## config.mk

```make
export PLATFORM = sky130hd
export DESIGN_NAME = vram_arbiter
export DESIGN_NICKNAME = d
export VERILOG_FILES = /design/src/rtl/vga_pkg.sv /design/src/rtl/vram_clear_seq.sv /design/src/rtl/vram_arbiter.sv
export SDC_FILE = /design/constraint.sdc
export NUM_CORES = 1
export LEC_CHECK = 0
export CAP_MARGIN = 20
export CORE_ASPECT_RATIO = 1.75
export CORE_MARGIN = 5
export CORE_UTILIZATION = 40
export DETAILED_ROUTE_END_ITERATION = 6
export GPL_ROUTABILITY_DRIVEN = 0
export PLACE_DENSITY = 0.77
export SYNTH_ARGS = -nofsm -noshare
export SYNTH_HDL_FRONTEND = slang
export SYNTH_HIERARCHICAL = 1
export SYNTH_SLANG_ARGS = --single-unit
```

## constraint.sdc

```tcl
create_clock -name clock -period 2 [get_ports clock]
set_clock_uncertainty 0.05 [all_clocks]
set_input_delay 0.2 -clock clock [delete_from_list [all_inputs] [get_ports clock]]
set_output_delay 0.2 -clock clock [all_outputs]
set_load 0.005 [all_outputs]
```

## src/rtl/vga_pkg.sv

```systemverilog
// rtl/vga_pkg.sv - shared frame-buffer sizes and arbiter state encoding
package vga_pkg;

  localparam int VGA_ADDR_W = 16;
  localparam int VGA_DATA_W = 32;
  localparam int VGA_WORDS  = 48000;

  typedef enum logic [1:0] {
    ST_IDLE   = 2'd0,
    ST_ISSUE  = 2'd1,
    ST_RDWAIT = 2'd2,
    ST_CLEAR  = 2'd3
  } arb_state_e;

endpackage

```

## src/rtl/vram_clear_seq.sv

```systemverilog
// rtl/vram_clear_seq.sv - frame-clear request latch, word counter and busy flag
module vram_clear_seq
  import vga_pkg::*;
#(
  parameter int ADDR_W = VGA_ADDR_W,
  parameter int WORDS  = VGA_WORDS
) (
  input  logic              clock,
  input  logic              reset,
  input  logic              clear_start,
  input  logic [15:0]       clear_color,
  input  logic              step_i,
  output logic              pending_o,
  output logic              busy_o,
  output logic              last_o,
  output logic [ADDR_W-1:0] cnt_o,
  output logic [15:0]       color_o
);

  localparam logic [ADDR_W-1:0] LAST_ADDR = ADDR_W'(WORDS - 1);

  logic              pending_q;
  logic              busy_q;
  logic              done_q;
  logic [ADDR_W-1:0] cnt_q;
  logic [15:0]       color_q;

  assign pending_o = pending_q;
  assign busy_o    = busy_q;
  assign cnt_o     = cnt_q;
  assign color_o   = color_q;
  assign last_o    = (cnt_q == LAST_ADDR);

  // busy outlives pending by one cycle so it covers the final write on the bus
  always_ff @(posedge clock or negedge reset) begin
    if (!reset) begin
      pending_q <= 1'b0;
      busy_q    <= 1'b0;
      done_q    <= 1'b0;
      cnt_q     <= '0;
      color_q   <= '0;
    end else begin
      done_q <= step_i && last_o;
      if (clear_start && !busy_q) begin
        pending_q <= 1'b1;
        busy_q    <= 1'b1;
        color_q   <= clear_color;
        cnt_q     <= '0;
      end
      if (step_i) begin
        if (last_o) begin
          cnt_q     <= '0;
          pending_q <= 1'b0;
        end else begin
          cnt_q <= cnt_q + 1'b1;
        end
      end
      if (done_q) begin
        busy_q <= 1'b0;
      end
    end
  end

endmodule

```

## src/rtl/vram_arbiter.sv

```systemverilog
// rtl/vram_arbiter.sv - two-requester round-robin VRAM arbiter with frame clear
module vram_arbiter
  import vga_pkg::*;
#(
  parameter int ADDR_W = VGA_ADDR_W,
  parameter int DATA_W = VGA_DATA_W,
  parameter int WORDS  = VGA_WORDS
) (
  input  logic              clock,
  input  logic              reset,
  input  logic              valid_0,
  input  logic [ADDR_W-1:0] addr_0,
  input  logic [DATA_W-1:0] wdata_0,
  input  logic              we_0,
  output logic              ack_0,
  output logic [DATA_W-1:0] rdata_0,
  output logic              rvalid_0,
  input  logic              valid_1,
  input  logic [ADDR_W-1:0] addr_1,
  input  logic [DATA_W-1:0] wdata_1,
  input  logic              we_1,
  output logic              ack_1,
  output logic [DATA_W-1:0] rdata_1,
  output logic              rvalid_1,
  input  logic              clear_start,
  input  logic [15:0]       clear_color,
  output logic              clear_busy,
  output logic [ADDR_W-1:0] vram_addr,
  output logic [DATA_W-1:0] vram_data,
  output logic              vram_wren,
  output logic              vram_rden,
  input  logic [DATA_W-1:0] vram_q
);

  arb_state_e        state_q, state_d;
  logic              last_q, last_d;
  logic              cur_q, cur_d;
  logic              we_q, we_d;
  logic [1:0]        ack_q, ack_d;
  logic [1:0]        rvalid_q, rvalid_d;
  logic [DATA_W-1:0] rdata0_q, rdata0_d, rdata1_q, rdata1_d;
  logic [ADDR_W-1:0] addr_q, addr_d;
  logic [DATA_W-1:0] data_q, data_d;
  logic              wren_q, wren_d, rden_q, rden_d;
  logic              pick, clr_step;

  logic              clr_pending, clr_last;
  logic [ADDR_W-1:0] clr_cnt;
  logic [15:0]       clr_color;

  vram_clear_seq #(.ADDR_W(ADDR_W), .WORDS(WORDS)) u_clear (
    .clock       (clock),
    .reset       (reset),
    .clear_start (clear_start),
    .clear_color (clear_color),
    .step_i      (clr_step),
    .pending_o   (clr_pending),
    .busy_o      (clear_busy),
    .last_o      (clr_last),
    .cnt_o       (clr_cnt),
    .color_o     (clr_color)
  );

  always_comb begin
    state_d  = state_q;
    last_d   = last_q;
    cur_d    = cur_q;
    we_d     = we_q;
    ack_d    = 2'b00;
    rvalid_d = 2'b00;
    rdata0_d = rdata0_q;
    rdata1_d = rdata1_q;
    addr_d   = addr_q;
    data_d   = data_q;
    wren_d   = 1'b0;
    rden_d   = 1'b0;
    clr_step = 1'b0;
    // on a tie the requester not served last wins
    pick     = (valid_0 && valid_1) ? ~last_q : valid_1;
    unique case (state_q)
      ST_IDLE: begin
        if (clr_pending) begin
          state_d = ST_CLEAR;
        end else if (valid_0 || valid_1) begin
          cur_d       = pick;
          last_d      = pick;
          we_d        = pick ? we_1 : we_0;
          addr_d      = pick ? addr_1 : addr_0;
          data_d      = pick ? wdata_1 : wdata_0;
          wren_d      = we_d;
          rden_d      = !we_d;
          ack_d[pick] = 1'b1;
          state_d     = ST_ISSUE;
        end
      end
      ST_ISSUE: begin
        state_d = we_q ? ST_IDLE : ST_RDWAIT;
      end
      ST_RDWAIT: begin
        if (cur_q) rdata1_d = vram_q;
        else       rdata0_d = vram_q;
        rvalid_d[cur_q] = 1'b1;
        state_d         = ST_IDLE;
      end
      ST_CLEAR: begin
        clr_step = 1'b1;
        wren_d   = 1'b1;
        addr_d   = clr_cnt;
        data_d   = DATA_W'({clr_color, clr_color});
        if (clr_last) state_d = ST_IDLE;
      end
      default: state_d = ST_IDLE;
    endcase
  end

  always_ff @(posedge clock or negedge reset) begin
    if (!reset) begin
      state_q  <= ST_IDLE;
      last_q   <= 1'b1;
      cur_q    <= 1'b0;
      we_q     <= 1'b0;
      ack_q    <= 2'b00;
      rvalid_q <= 2'b00;
      rdata0_q <= '0;
      rdata1_q <= '0;
      addr_q   <= '0;
      data_q   <= '0;
      wren_q   <= 1'b0;
      rden_q   <= 1'b0;
    end else begin
      state_q  <= state_d;
      last_q   <= last_d;
      cur_q    <= cur_d;
      we_q     <= we_d;
      ack_q    <= ack_d;
      rvalid_q <= rvalid_d;
      rdata0_q <= rdata0_d;
      rdata1_q <= rdata1_d;
      addr_q   <= addr_d;
      data_q   <= data_d;
      wren_q   <= wren_d;
      rden_q   <= rden_d;
    end
  end

  assign ack_0     = ack_q[0];
  assign ack_1     = ack_q[1];
  assign rvalid_0  = rvalid_q[0];
  assign rvalid_1  = rvalid_q[1];
  assign rdata_0   = rdata0_q;
  assign rdata_1   = rdata1_q;
  assign vram_addr = addr_q;
  assign vram_data = data_q;
  assign vram_wren = wren_q;
  assign vram_rden = rden_q;

endmodule

```

==> impl_metrics.tcl <==
set metrics [dict create \
    status "completed" \
    r2r.worst_path.cells 6 \
    average_wire_per_cell_in_the_routed_design_um 19.0 \
    critPathRequiredTime_ns 2.24 \
    fp.dieH_um 187 \
    postSynth.topFlopCell "sky130_fd_sc_hd__dfrtp_1" \
    crit_fanout 15 \
    setup.worst_path.end_class "flop" \
    via_count_of_the_first_global_routing_pass 6365 \
    multiInputGateArea_sq_mm 0.00294 \
    antenna-diode-count 0 \
    layout_common_cells "sky130_fd_sc_hd__clkdlybuf4s50_1 (268), sky130_fd_sc_hd__dfrtp_1 (156), sky130_fd_sc_hd__nand2_1 (135)" \
    initial_utilization 0.407 \
    drc 0 \
    tightestPinTransition_ns 0.523 \
    floorplan.die_area_sq_mm 0.0207 \
    leading_cell_type_in_the_layout_fill_and_taps_excluded "sky130_fd_sc_hd__clkdlybuf4s50_1" \
    critical_path_arrival_ns 2.11 \
    p_per_area_mw_per_mm2 1420 \
    grt_first_pass_wirelength_mm 35.3 \
    post_synth_fa_ha_maj_area_fraction 0.0105 \
    clock.fmax_mhz 535 \
    grt_util_all_layers 0.213 \
    post-dp-hpwl_mm 16.6 \
    post_synth_and_or_nand_nor_area_fraction 0.133 \
    synthTopCellsByArea "sky130_fd_sc_hd__dfrtp_1 (55%), sky130_fd_sc_hd__mux2_2 (13%), sky130_fd_sc_hd__nand2_1 (7.1%)" \
    fin_nets 1086 \
    synthDistinctLibCells 50 \
    pin_count_of_the_biggest_net_entering_global_routing 65 \
    clock_tree.root_cell "sky130_fd_sc_hd__clkbuf_16" \
    post-synth-top-area-fraction 0.550 \
    coreArea_sq_mm 0.0175 \
    reg2reg_from "u_clear/cnt_o[0]" \
    power_w 0.0155 \
    grt_antenna_before_repair 0 \
    ioPinCount 270 \
    slew_headroom 0.651 \
    post_synthesis_compound_gate_area_fraction 0.132 \
    setup.worst_path.start "u_clear/cnt_o[0]" \
    routed_wirelength_mm 22.3 \
    muxShareOfSynthArea 0.132 \
    ant_nets 0 \
    clkTransAtPathRegs_ns 0.07 \
    power.static_leakage_nw 4.54 \
    post_route_cells_drive_above_1_share 0.176 \
    rows 64 \
    total_grt_overflow 0 \
    synthXorXnorAreaFrac 0 \
    synth_area_sq_mm 0.00715 \
    final-max-slew-violation-count 0 \
    ir_drop_v 0.000777 \
    period_minus_slack_ns 1.87 \
    post-cts-setup-buffer-count 0 \
    cts_buffer_depth 2 \
    portBuffers 269 \
    cap_violations 0 \
    critPathKind "flop to flop" \
    dp_cells 1139 \
    tritoncts "done" \
    setup_tns_ns 0 \
    width_of_the_die_um 111 \
    number_of_flops_mapped_to_enable_cells_by_yosys 0 \
    worst_skew_late_latency_ns 0.41 \
    synth.yosys.seq_area_share 0.553 \
    via_count 6073 \
    setup.worst_path.start_class "flop" \
    synth_largest_area_cell "sky130_fd_sc_hd__dfrtp_1" \
    min_path_type "input port to asynchronous set/reset pin" \
    synth_top_family_by_area "simple AND/OR/NAND/NOR gates" \
    synth_async_sr_flop_share 1.00 \
    postSynthRegisterBits 158 \
    postSynthCellCount 649 \
    area_taken_by_flip_flops_and_latches_sq_mm 0.00396 \
    yosys_warnings 6 \
    cts_inserted_buffers 17 \
    clkSinkCount 158 \
    filler_cell_count 1385 \
    synth_nets 806 \
    finalNonFillerCells 1173 \
    drt-initial-drc-count 309 \
    clock_tree.htree_level_count 4 \
    timing_hold_violations_final 0 \
    average_cell_area_after_synthesis_sq_um 11.0 \
    critical_r2r_capture "u_clear/cnt_o[15]" \
    detail_route.first_pass.iterations 4 \
    route.detailed.vias_per_inst 5.18 \
    finalSetupViolations 0 \
    area_delta_synth_final_pct 52.9 \
    finalCritPeriodShare 0.934 \
    setup.reg_to_reg.worst_slack_ns 0.13 \
]
==> timing repair <==
action                     CTS  global route
gates resized for setup      0             2
hold buffers                 1             0
setup endpoints to repair    0            25
hold endpoints to repair    41             0
==> through the flow <==
| step | instance area (sq um) | worst slack [ns] | hold WS, ns | util |
|---|---|---|---|---|
| after floorplan | 7150 | 0.0419 | -0.146 | - |
| after global placement | 10300 | 0.179 | 0.121 | 0.588 |
| after detailed placement | 10300 | 0.0872 | 0.122 | 0.588 |
| after CTS | 10900 | 0.116 | 0.233 | 0.621 |
| after global routing | 10900 | -0.000454 | 0.259 | 0.623 |
| final | 10900 | 0.132 | 0.214 | 0.623 |
==> cells in the mapped netlist (5+ instances only) <==
library cell and n:
sky130_fd_sc_hd__a21oi_1 38, sky130_fd_sc_hd__a31oi_1 18, sky130_fd_sc_hd__and3_1 17, sky130_fd_sc_hd__buf_2 22, sky130_fd_sc_hd__buf_4 5, sky130_fd_sc_hd__clkbuf_1 13
sky130_fd_sc_hd__dfrtp_1 157, sky130_fd_sc_hd__ha_1 6, sky130_fd_sc_hd__inv_1 10, sky130_fd_sc_hd__mux2_2 80, sky130_fd_sc_hd__nand2_1 135, sky130_fd_sc_hd__nand3_1 6
sky130_fd_sc_hd__nand3b_1 6, sky130_fd_sc_hd__nand4_1 8, sky130_fd_sc_hd__nor2_1 14, sky130_fd_sc_hd__o21ai_0 20, sky130_fd_sc_hd__o22a_1 32, sky130_fd_sc_hd__o2bb2ai_1 16
==> area by class of cell <==
class	count	share of cell area
clock inverter	14	0.0139
tap	231	0.0265
clock buffer	18	0.0393
timing repair buffer	307	0.285
multi-input combinational	434	0.270
sequential	158	0.362
inverter	11	0.00378
==> sequential cells by signal, summed over array words and instances (netlist names) <==
name               count
u_clear/pending_o      1
vram_data             32
u_clear/cnt_o         16
u_clear/color_o       16
vram_rden              1
cur_q                  1
rvalid_q               2
u_clear/busy_o         1
state_q                2
rdata_1               32
ack_q                  2
vram_addr             16
vram_wren              1
we_q                   1
rdata_0               32
u_clear/done_q         1
last_q                 1
==> how the worst max path moves through the flow <==
stage,to,depth (start not counted),slack [ns]
finish,u_clear/cnt_o[15],6,0.13
global route,vram_data[3],7,-0.0005
CTS,vram_data[3],7,0.12
global placement,vram_data[4],6,0.18
floorplan,state_q[1],9,0.04
detailed placement,vram_data[31],6,0.09
==> power by group <==
part / leakage [nW] / internal [W] / switching [W]
combinational: 2.36 / 0.00422 / 0.00276
clock: 0.282 / 0.00177 / 0.00142
sequential: 1.89 / 0.00458 / 0.000776
==> layer usage <==
layer / GRT usage / wire length [um] / part of all wire
met1: 0.230 / 8170 / 0.37
met3: 0.0560 / 1290 / 0.058
met5: 0 / 0 / 0
met4: 0.0857 / 838 / 0.038
met2: 0.391 / 12000 / 0.54
==> worst max-delay path, cell delays in order (launching register included) <==
cell and delay (ns):
sky130_fd_sc_hd__dfrtp_1 0.35, sky130_fd_sc_hd__ha_2 0.21, sky130_fd_sc_hd__nand4_1 0.09, sky130_fd_sc_hd__or4_1 0.54, sky130_fd_sc_hd__buf_4 0.22, sky130_fd_sc_hd__a31oi_1 0.19
sky130_fd_sc_hd__mux2i_1 0.09
==> kinds of logic after synthesis <==
kind of cell               after synthesis
DFF                                    158
AOI/OAI and AO/OA                      138
adders and majority gates                6
muxes                                   84
and+or+nand+nor                        206
buffers and inverters                   57
(Power assumes the default switching activity.)
